## config.mk

```make
export PLATFORM = sky130hd
export DESIGN_NAME = dmaster_st_elastic_fifo
export DESIGN_NICKNAME = d
export VERILOG_FILES = /design/src/rtl/dmaster_pkg.sv /design/src/rtl/dmaster_st_fifo_ram.sv /design/src/rtl/dmaster_st_elastic_fifo.sv
export SDC_FILE = /design/constraint.sdc
export NUM_CORES = 1
export LEC_CHECK = 0
export ABC_AREA = 1
export CAP_MARGIN = 20
export CELL_PAD_IN_SITES_DETAIL_PLACEMENT = 0
export CELL_PAD_IN_SITES_GLOBAL_PLACEMENT = 2
export CORE_MARGIN = 1.5
export CORE_UTILIZATION = 40
export CTS_CLUSTER_SIZE = 12
export DETAILED_ROUTE_END_ITERATION = 7
export PLACE_DENSITY_LB_ADDON = 0.25
export SLEW_MARGIN = 25
export SYNTH_ARGS = -nofsm -noshare
export SYNTH_HDL_FRONTEND = slang
export SYNTH_SLANG_ARGS = --single-unit
export TNS_END_PERCENT = 20
```

## constraint.sdc

```tcl
create_clock -name clk -period 2.2 [get_ports clk]
set_input_delay 0.44 -clock clk [delete_from_list [all_inputs] [get_ports clk]]
set_output_delay 0.44 -clock clk [all_outputs]
set_load 0.01 [all_outputs]
```

## src/rtl/dmaster_pkg.sv

```systemverilog
// Shared constants and helpers for the dmaster streaming blocks.
// Default symbol width, FIFO depth and the drop-counter width live here.
package dmaster_pkg;

   localparam int DMASTER_DATA_W = 8;
   localparam int DMASTER_DEPTH  = 16;
   localparam int DMASTER_DROP_W = 8;

   // Saturating increment for the drop counter: sticks at all-ones.
   function automatic logic [DMASTER_DROP_W-1:0] sat_inc(input logic [DMASTER_DROP_W-1:0] v);
      return (v == '1) ? v : v + DMASTER_DROP_W'(1);
   endfunction

endpackage

```

## src/rtl/dmaster_st_fifo_ram.sv

```systemverilog
// Simple dual-port storage for the elastic FIFO: one synchronous write port,
// one asynchronous read port. Contents are not reset.
module dmaster_st_fifo_ram #(
   parameter int DATA_W = 8,
   parameter int DEPTH  = 16,
   parameter int AW     = $clog2(DEPTH)
) (
   input  logic              clk,
   input  logic              we,
   input  logic [AW-1:0]     waddr,
   input  logic [DATA_W-1:0] wdata,
   input  logic [AW-1:0]     raddr,
   output logic [DATA_W-1:0] rdata
);

   logic [DATA_W-1:0] mem [DEPTH];

   always_ff @(posedge clk) begin
      if (we) begin
         mem[waddr] <= wdata;
      end
   end

   assign rdata = mem[raddr];

endmodule

```

## src/rtl/dmaster_st_elastic_fifo.sv

```systemverilog
// First-word-fall-through Avalon-ST elastic FIFO with registered outputs,
// level reporting and sticky overflow / saturating drop accounting.
module dmaster_st_elastic_fifo
   import dmaster_pkg::*;
#(
   parameter int DATA_W = DMASTER_DATA_W,
   parameter int DEPTH  = DMASTER_DEPTH,
   parameter int AW     = $clog2(DEPTH)
) (
   input  logic                      clk,
   input  logic                      reset_n,
   input  logic                      in_valid,
   input  logic [DATA_W-1:0]         in_data,
   output logic                      in_ready,
   output logic                      out_valid,
   output logic [DATA_W-1:0]         out_data,
   input  logic                      out_ready,
   output logic [AW:0]               level,
   output logic                      overflow,
   output logic [DMASTER_DROP_W-1:0] drop_count,
   input  logic                      overflow_clr
);

   // Handshake: a symbol moves on a port only in a cycle where valid and ready
   // are both 1 at the rising edge. Valid never waits on ready; a sink symbol
   // offered while in_ready=0 is dropped and counted rather than held.

   localparam logic [AW:0] FULL_LVL = (AW+1)'(DEPTH);

   logic [AW-1:0]             wr_ptr_q;
   logic [AW-1:0]             rd_ptr_q;
   logic [AW-1:0]             rd_ptr_next;
   logic [AW:0]               level_q;
   logic [AW:0]               level_next;
   logic                      in_ready_q;
   logic                      out_valid_q;
   logic [DATA_W-1:0]         out_data_q;
   logic [DATA_W-1:0]         head_next;
   logic [DATA_W-1:0]         ram_rdata;
   logic                      overflow_q;
   logic [DMASTER_DROP_W-1:0] drop_count_q;
   logic                      push;
   logic                      pop;
   logic                      drop;
   logic                      has_rest;

   dmaster_st_fifo_ram #(
      .DATA_W (DATA_W),
      .DEPTH  (DEPTH),
      .AW     (AW)
   ) u_ram (
      .clk   (clk),
      .we    (push),
      .waddr (wr_ptr_q),
      .wdata (in_data),
      .raddr (rd_ptr_next),
      .rdata (ram_rdata)
   );

   always_comb begin
      push        = in_valid && in_ready_q;
      pop         = out_valid_q && out_ready;
      drop        = in_valid && !in_ready_q;
      rd_ptr_next = pop ? rd_ptr_q + AW'(1) : rd_ptr_q;
      level_next  = level_q;
      if (push && !pop) begin
         level_next = level_q + (AW+1)'(1);
      end else if (pop && !push) begin
         level_next = level_q - (AW+1)'(1);
      end
      // The output register mirrors the RAM slot at the next head. When no
      // older entry survives this edge, the incoming symbol becomes the head.
      has_rest = pop ? (level_q > (AW+1)'(1)) : (level_q != '0);
      if (has_rest) begin
         head_next = ram_rdata;
      end else if (push) begin
         head_next = in_data;
      end else begin
         head_next = out_data_q;
      end
   end

   always_ff @(posedge clk or negedge reset_n) begin
      if (!reset_n) begin
         wr_ptr_q    <= '0;
         rd_ptr_q    <= '0;
         level_q     <= '0;
         in_ready_q  <= 1'b0;
         out_valid_q <= 1'b0;
         out_data_q  <= '0;
      end else begin
         if (push) begin
            wr_ptr_q <= wr_ptr_q + AW'(1);
         end
         rd_ptr_q    <= rd_ptr_next;
         level_q     <= level_next;
         in_ready_q  <= (level_next != FULL_LVL);
         out_valid_q <= (level_next != '0);
         out_data_q  <= head_next;
      end
   end

   // A drop coinciding with a clear restarts the count at one.
   always_ff @(posedge clk or negedge reset_n) begin
      if (!reset_n) begin
         overflow_q   <= 1'b0;
         drop_count_q <= '0;
      end else if (drop) begin
         overflow_q   <= 1'b1;
         drop_count_q <= overflow_clr ? DMASTER_DROP_W'(1) : sat_inc(drop_count_q);
      end else if (overflow_clr) begin
         overflow_q   <= 1'b0;
         drop_count_q <= '0;
      end
   end

`ifndef SYNTHESIS
   always_ff @(posedge clk) begin
      if (reset_n && drop) begin
         $display("%m: dropped symbol 0x%h at %0t", in_data, $time);
      end
   end
`endif

   assign in_ready   = in_ready_q;
   assign out_valid  = out_valid_q;
   assign out_data   = out_data_q;
   assign level      = level_q;
   assign overflow   = overflow_q;
   assign drop_count = drop_count_q;

endmodule

```

==> results of run 1 <==
## cells by family after synthesis
group / count (synthesis)
and+or+nand+nor: 359
adders and majority gates: 10
xor gates and xnor gates: 7
DFF: 160
buffers and inverters: 145
AOI/OAI and AO/OA: 33
## final cells by class
type	instances	area, um^2
Inverter	114	428
Tap cell	229	287
Timing Repair Buffer	93	913
Clock buffer	28	549
Fill cell	1653	9010
Sequential cell	160	4640
Multi-Input combinational cell	409	2150
Clock inverter	4	46.3
## worst min-delay path by stage
stage / from / end / slack [ps] / cells after the start
CTS: reset_n / level[0]$_DFF_PN0_ / 460 / 2
global route: reset_n / level[1]$_DFF_PN0_ / 500 / 2
finish: reset_n / level[1]$_DFF_PN0_ / 440 / 2
detailed placement: overflow$_DFFE_PN0P_ / overflow$_DFFE_PN0P_ / 490 / 2
global placement: overflow$_DFFE_PN0P_ / overflow$_DFFE_PN0P_ / 480 / 2
floorplan: reset_n / drop_count[0]$_DFFE_PN0P_ / 140 / 0
## report_power, final
group	total [W]	switching, W	internal, W
Sequential	0.00404	0.000290	0.00375
Clock	0.00294	0.00113	0.00181
Combinational	0.00481	0.00293	0.00187
Total	0.0118	0.00435	0.00744
## worst register-to-register path, stage by stage (launching register included)
cell and delay, ps:
dfrtp_1 410, ha_1 340, nand2_1 70, nand2_1 80, buf_12 190, buf_4 160, nand3_1 70, nand3_1 150
nand3_1 120, nand3_1 170, nand2_1 110, inv_1 40
## per-stage QoR
| step | total power [W] | hold WS [ps] |
|---|---|---|
| floorplan | 0.00675 | 144 |
| global route | 0.0125 | 498 |
| global placement | 0.00888 | 476 |
| detailed placement | 0.00890 | 491 |
| CTS | 0.0119 | 458 |
| finish | 0.0118 | 444 |
## cells in the final DEF, fill, tap and decap left out, types with 3 or more instances in the layout
cell type / count
nand2_2: 4
clkbuf_16: 19
buf_4: 47
clkdlybuf4s50_1: 36
nor3_1: 3
nand4_1: 3
nor2_1: 41
a21oi_1: 5
ha_1: 10
edfxtp_1: 128
nand3b_1: 56
o21ai_0: 19
o21ai_1: 3
buf_12: 10
clkbuf_8: 4
dfrtp_1: 32
xor2_1: 5
clkbuf_1: 5
inv_1: 112
nand2_1: 113
nand3_1: 136
## registers in the layout, summed over array words and instances, names as in the netlist
name,count
in_ready,1
u_ram.mem,128
rd_ptr_q,4
wr_ptr_q,4
overflow,1
out_data,8
level,5
drop_count,8
out_valid,1
## per-layer routing
| metal | up-vias | part of all wire | routed length (um) |
|---|---|---|---|
| li1 | 2556 | - | - |
| met1 | 2657 | 0.45 | 8800 |
| met2 | 140 | 0.48 | 9380 |
| met3 | 14 | 0.049 | 958 |
| met4 | 0 | 0.015 | 287 |
| met5 | - | 0 | 0 |
==> flow_summary.toml, run 1 <==
[synth]
synth_cells = 714
yosys.area_share.xor_xnor = 0.00935
async_flop_share = 0.200
synth-main-ff-cell = "edfxtp_1"
postSynthAreaPerCell_um2 = 10.3
synth_edf_count = 128
synth_cell_type_count = 28
synth_top_family_by_area = "simple AND/OR/NAND/NOR gates"
synthMuxAreaShare = 0
synth_compound_area_frac = 0.0243
yosysTopAreaCellShare = 0.522
synth_area_um2 = 7360
ys_warn_count = 0
synthesis.nets = 737
synth_area_leader_cell = "edfxtp_1"
synth_area_leaders = "edfxtp_1, dfrtp_1, nand3_1"
yosysSeqAreaShare = 0.631
synthSimpleGateAreaFrac = 0.239
ys_ff_latch = 160
synth_fa_ha_area_frac = 0.0170
synthTopCellsByCount = "nand3_1, edfxtp_1, nand2_1"
synth.most_common_cell = "nand3_1"

[grt]
grtUsageMet3 = 0.0425
track_usage = 0.211
grt-busiest-layer = "met2"
grt_pass1_vias = 5345
met1_usage = 0.287
grt_start_max_net_pins = 52
grt_util_met2 = 0.342
overflow = 0
antenna_found_initial = 0
grt_pass1_wl_um = 30400

[critical_path]
cp.required_ps = 2560
cp_max_fo = 31
startpoint = "out_ready"
cp_top_family = "buffers and inverters"
crit_path_end_kind = "flop"
crit_top_cell = "nand3_1"
crit_buf_inv = 5
reg2reg_depth = 11
cp-endpoint = "out_data[4]$_DFFE_PN0P_"
cp.arrival_ps = 2390
start_kind = "primary input"
reg2reg_from = "rd_ptr_q[0]$_DFF_PN0_"
r2r_slack_ps = 180
slowest_delay_ps = 520
crit_slowest_cell = "clkdlybuf4s50_1"
path_class = "in -> reg"
cp_num_cells = 12
worstPathCellList = "clkdlybuf4s50_1 -> nand2_2 -> buf_4 -> o21ai_2 -> buf_12 -> buf_4 -> nand3_1 -> nand3_1 -> nand3_1 -> nand3_1 -> nand2_1 -> inv_1"
r2r-end = "out_data[4]$_DFFE_PN0P_"

[timing]
period_share = 0.921
fin_skew_ps = 8.99
period_needed_ps = 2030
hold_viol = 0
slew_headroom = 0.689
slew_viol_final = 0
setup_tns_ps = 0
setup_viol = 0
rsz0062_at_grt = "false"
setup_slack_ps = 174
worst_slew_pin_slew_ps = 467
clock.fmax_ghz = 0.494

[final_layout]
syn2layout_area_growth_pct = 22.5
n_antenna_cell = 0
final_cells = 1037
drive_gt1_frac = 0.118
nets = 818
postLayoutCellArea_um2 = 9010
fin_util = 0.500

[flow_run]
cap_violations = 0

[die]
initial_core_util = 0.408
die_h_um = 139
core_um2 = 18000
die_area_um2 = 19200
dieWidth_um = 139
rows = 49
ios = 37

[status]
status = "finished clean"

[clock_network]
post_cts_buffers = 0
clock_latency_ps = 420
numCtsBuffers = 17
cts_root_buf = "clkbuf_16"
path_clk_slew_ps = 60
clk_path_buf_depth = 2
tritoncts = "done"
htreeDepth = 4
cts_hold_buf = 0
clock-sinks = 160
post_cts_resized = 0

[placed_design]
place_ws_ps = -265
dpl.hpwl_um = 13000
numPortBuffers = 36
dpl.cell_count = 1005
placed_area_um2 = 8420
routabilityCongestion = 0.832

[power]
powerDensity_nw_per_um2 = 1310
p_leak_nw = 3.76
vdd_drop_max_v = 0.000747

[drt]
drc = 0
final_antenna_net_count = 0
via_per_inst = 5.18
routed_wl_um = 19400
initialDrtViolationCount = 317
firstDrtPassIters = 4
vias = 5367
wl_per_cell_um = 18.7

[min_path]
min-delay-path-class = "in -> async"
Note: power is estimated with default switching activity, not from simulation.
==> inputs of run 2 (changes only) <==
--- a/config.mk
+++ b/config.mk
@@ -14,6 +14,7 @@
 export CTS_CLUSTER_SIZE = 12
 export DETAILED_ROUTE_END_ITERATION = 7
 export PLACE_DENSITY_LB_ADDON = 0.25
+export SKIP_CTS_REPAIR_TIMING = 1
 export SLEW_MARGIN = 25
 export SYNTH_ARGS = -nofsm -noshare
 export SYNTH_HDL_FRONTEND = slang
==> results of run 2 <==
Final layout, timing and power as in run 1 (identical DEF).
==> inputs of run 3 (changes only) <==
--- a/config.mk
+++ b/config.mk
@@ -10,9 +10,11 @@
 export CELL_PAD_IN_SITES_DETAIL_PLACEMENT = 0
 export CELL_PAD_IN_SITES_GLOBAL_PLACEMENT = 2
 export CORE_MARGIN = 1.5
-export CORE_UTILIZATION = 40
+export CORE_UTILIZATION = 41
+export CTS_BUF_LIST = sky130_fd_sc_hd__clkbuf_2
 export CTS_CLUSTER_SIZE = 12
 export DETAILED_ROUTE_END_ITERATION = 7
+export GPL_TIMING_DRIVEN = 0
 export PLACE_DENSITY_LB_ADDON = 0.25
 export SKIP_CTS_REPAIR_TIMING = 1
 export SLEW_MARGIN = 25
==> flow_summary.toml, run 3 (synthesis results as in run 1) <==
[final_layout]
num-fill-cells = 1663
fin_util = 0.490
drive_gt1_frac = 0.117
nets = 796
top_register = "u_ram.mem"
final_cell_mix = "nand3_1, edfxtp_1, nand2_1"
largest_register_ffs = 128
syn2layout_area_growth_pct = 15.9
layout_commonest_cell = "nand3_1"

[die]
rows = 48
core_um2 = 17400
ios = 37
dieWidth_um = 137
die_h_um = 137
initial_core_util = 0.423
die_area_um2 = 18800

[placed_design]
dpl.hpwl_um = 13300
place_ws_ps = -940
routabilityCongestion = 0.817
numPortBuffers = 36

[timing]
worst_slew_pin_slew_ps = 968
clock.fmax_ghz = 0.454
hold_viol = 0
slew_headroom = 0.352
slew_viol_final = 0
setup_viol = 1
rsz0062_at_grt = "true"
setup_slack_ps = -0.799
fin_skew_ps = 20.9
period_share = 1.00
period_needed_ps = 2200

[critical_path]
reg2reg_depth = 9
cp.arrival_ps = 2890
path_class = "reg -> reg"
start_kind = "flop"
cp_max_fo = 10
cp.required_ps = 2890
crit_path_end_kind = "flop"

[status]
status = "finished with violations"
violations = "setup timing"

[clock_network]
path_clk_slew_ps = 220
clock_latency_ps = 730
numCtsBuffers = 17
cts_root_buf = "clkbuf_2"
tritoncts = "done"
htreeDepth = 4
clock-sinks = 160
clk_path_buf_depth = 2

[drt]
drc = 0
via_per_inst = 5.15
final_antenna_net_count = 0
wl_per_cell_um = 19.9
vias = 5210
wl_met1_um = 9160
routed_wl_um = 20100
firstDrtPassIters = 5
initialDrtViolationCount = 387
wl_met3_um = 1110
top_layer_used = "met4"
wl_met2_um = 9360

[grt]
track_usage = 0.228
grt_pass1_vias = 5062
overflow = 0
grt_pass1_wl_um = 29800
antenna_found_initial = 1
grt_start_max_net_pins = 23

[power]
p_leak_nw = 3.72
powerDensity_nw_per_um2 = 1220
vdd_drop_max_v = 0.000500

[flow_run]
cap_violations = 0

[min_path]
min-delay-path-class = "in -> async"
## run 3: worst paths after layout
| check | to | slack, ps | from |
|---|---|---|---|
| worst max register to register | out_data[2]$_DFFE_PN0P_ | -0.8 | rd_ptr_q[0]$_DFF_PN0_ |
| max in group asynchronous | level[0]$_DFF_PN0_ | 1670 | reset_n |
| worst max-delay path | out_data[2]$_DFFE_PN0P_ | -0.8 | rd_ptr_q[0]$_DFF_PN0_ |
| min in group clk | overflow$_DFFE_PN0P_ | 280 | in_valid |
| worst min register to register | overflow$_DFFE_PN0P_ | 510 | overflow$_DFFE_PN0P_ |
| worst min-delay path | wr_ptr_q[2]$_DFFE_PN0P_ | 110 | reset_n |
## run 3: critical path: stages, from the launching register on
cell	delay, ps
dfrtp_1	450
ha_1	330
o21ai_2	340
buf_2	370
nand3_1	120
nand3_1	110
nand3_1	150
nand3_1	170
nand2_1	70
inv_1	50
## run 3: per-layer routing
metal  global-route usage  vias up
li1                     -     2514
met1                0.322     2514
met2                0.351      153
met3               0.0411       29
met4               0.0848        0
met5                    0        -
## run 3: where the power goes
part / switching [W] / internal (W) / leakage, nW / total, W
Clock: 0.00103 / 0.000748 / 0.155 / 0.00178
Sequential: 0.000248 / 0.00376 / 1.54 / 0.00400
Combinational: 0.00318 / 0.00146 / 2.02 / 0.00464
Total: 0.00446 / 0.00596 / 3.72 / 0.0104
## run 3: final cells by class
cell class	count	area [um^2]	area share
Sequential cell	160	4650	0.545
Multi-Input combinational cell	409	2260	0.265
Timing Repair Buffer	40	490	0.0575
Inverter	114	428	0.0502
Tap cell	225	282	0.0330
Clock inverter	11	165	0.0194
Buffer	31	158	0.0185
Clock buffer	20	100	0.0117
Antenna cell	1	2.50	0.000293
## run 3: stage by stage
| stage | hold WS, ps | TNS [ps] | cell area [um^2] | power, W | std cells |
|---|---|---|---|---|---|
| global route | 89.8 | -504 | 8530 | 0.0110 | 1011 |
| floorplan | 144 | 0 | 7360 | 0.00675 | 714 |
| detailed placement | 349 | -93390 | 8040 | 0.00857 | 976 |
| finish | 107 | -0.799 | 8530 | 0.0104 | 1011 |
| CTS | -493 | -30630 | 8300 | 0.0103 | 1007 |
| global placement | 477 | -101550 | 8000 | 0.00852 | 975 |
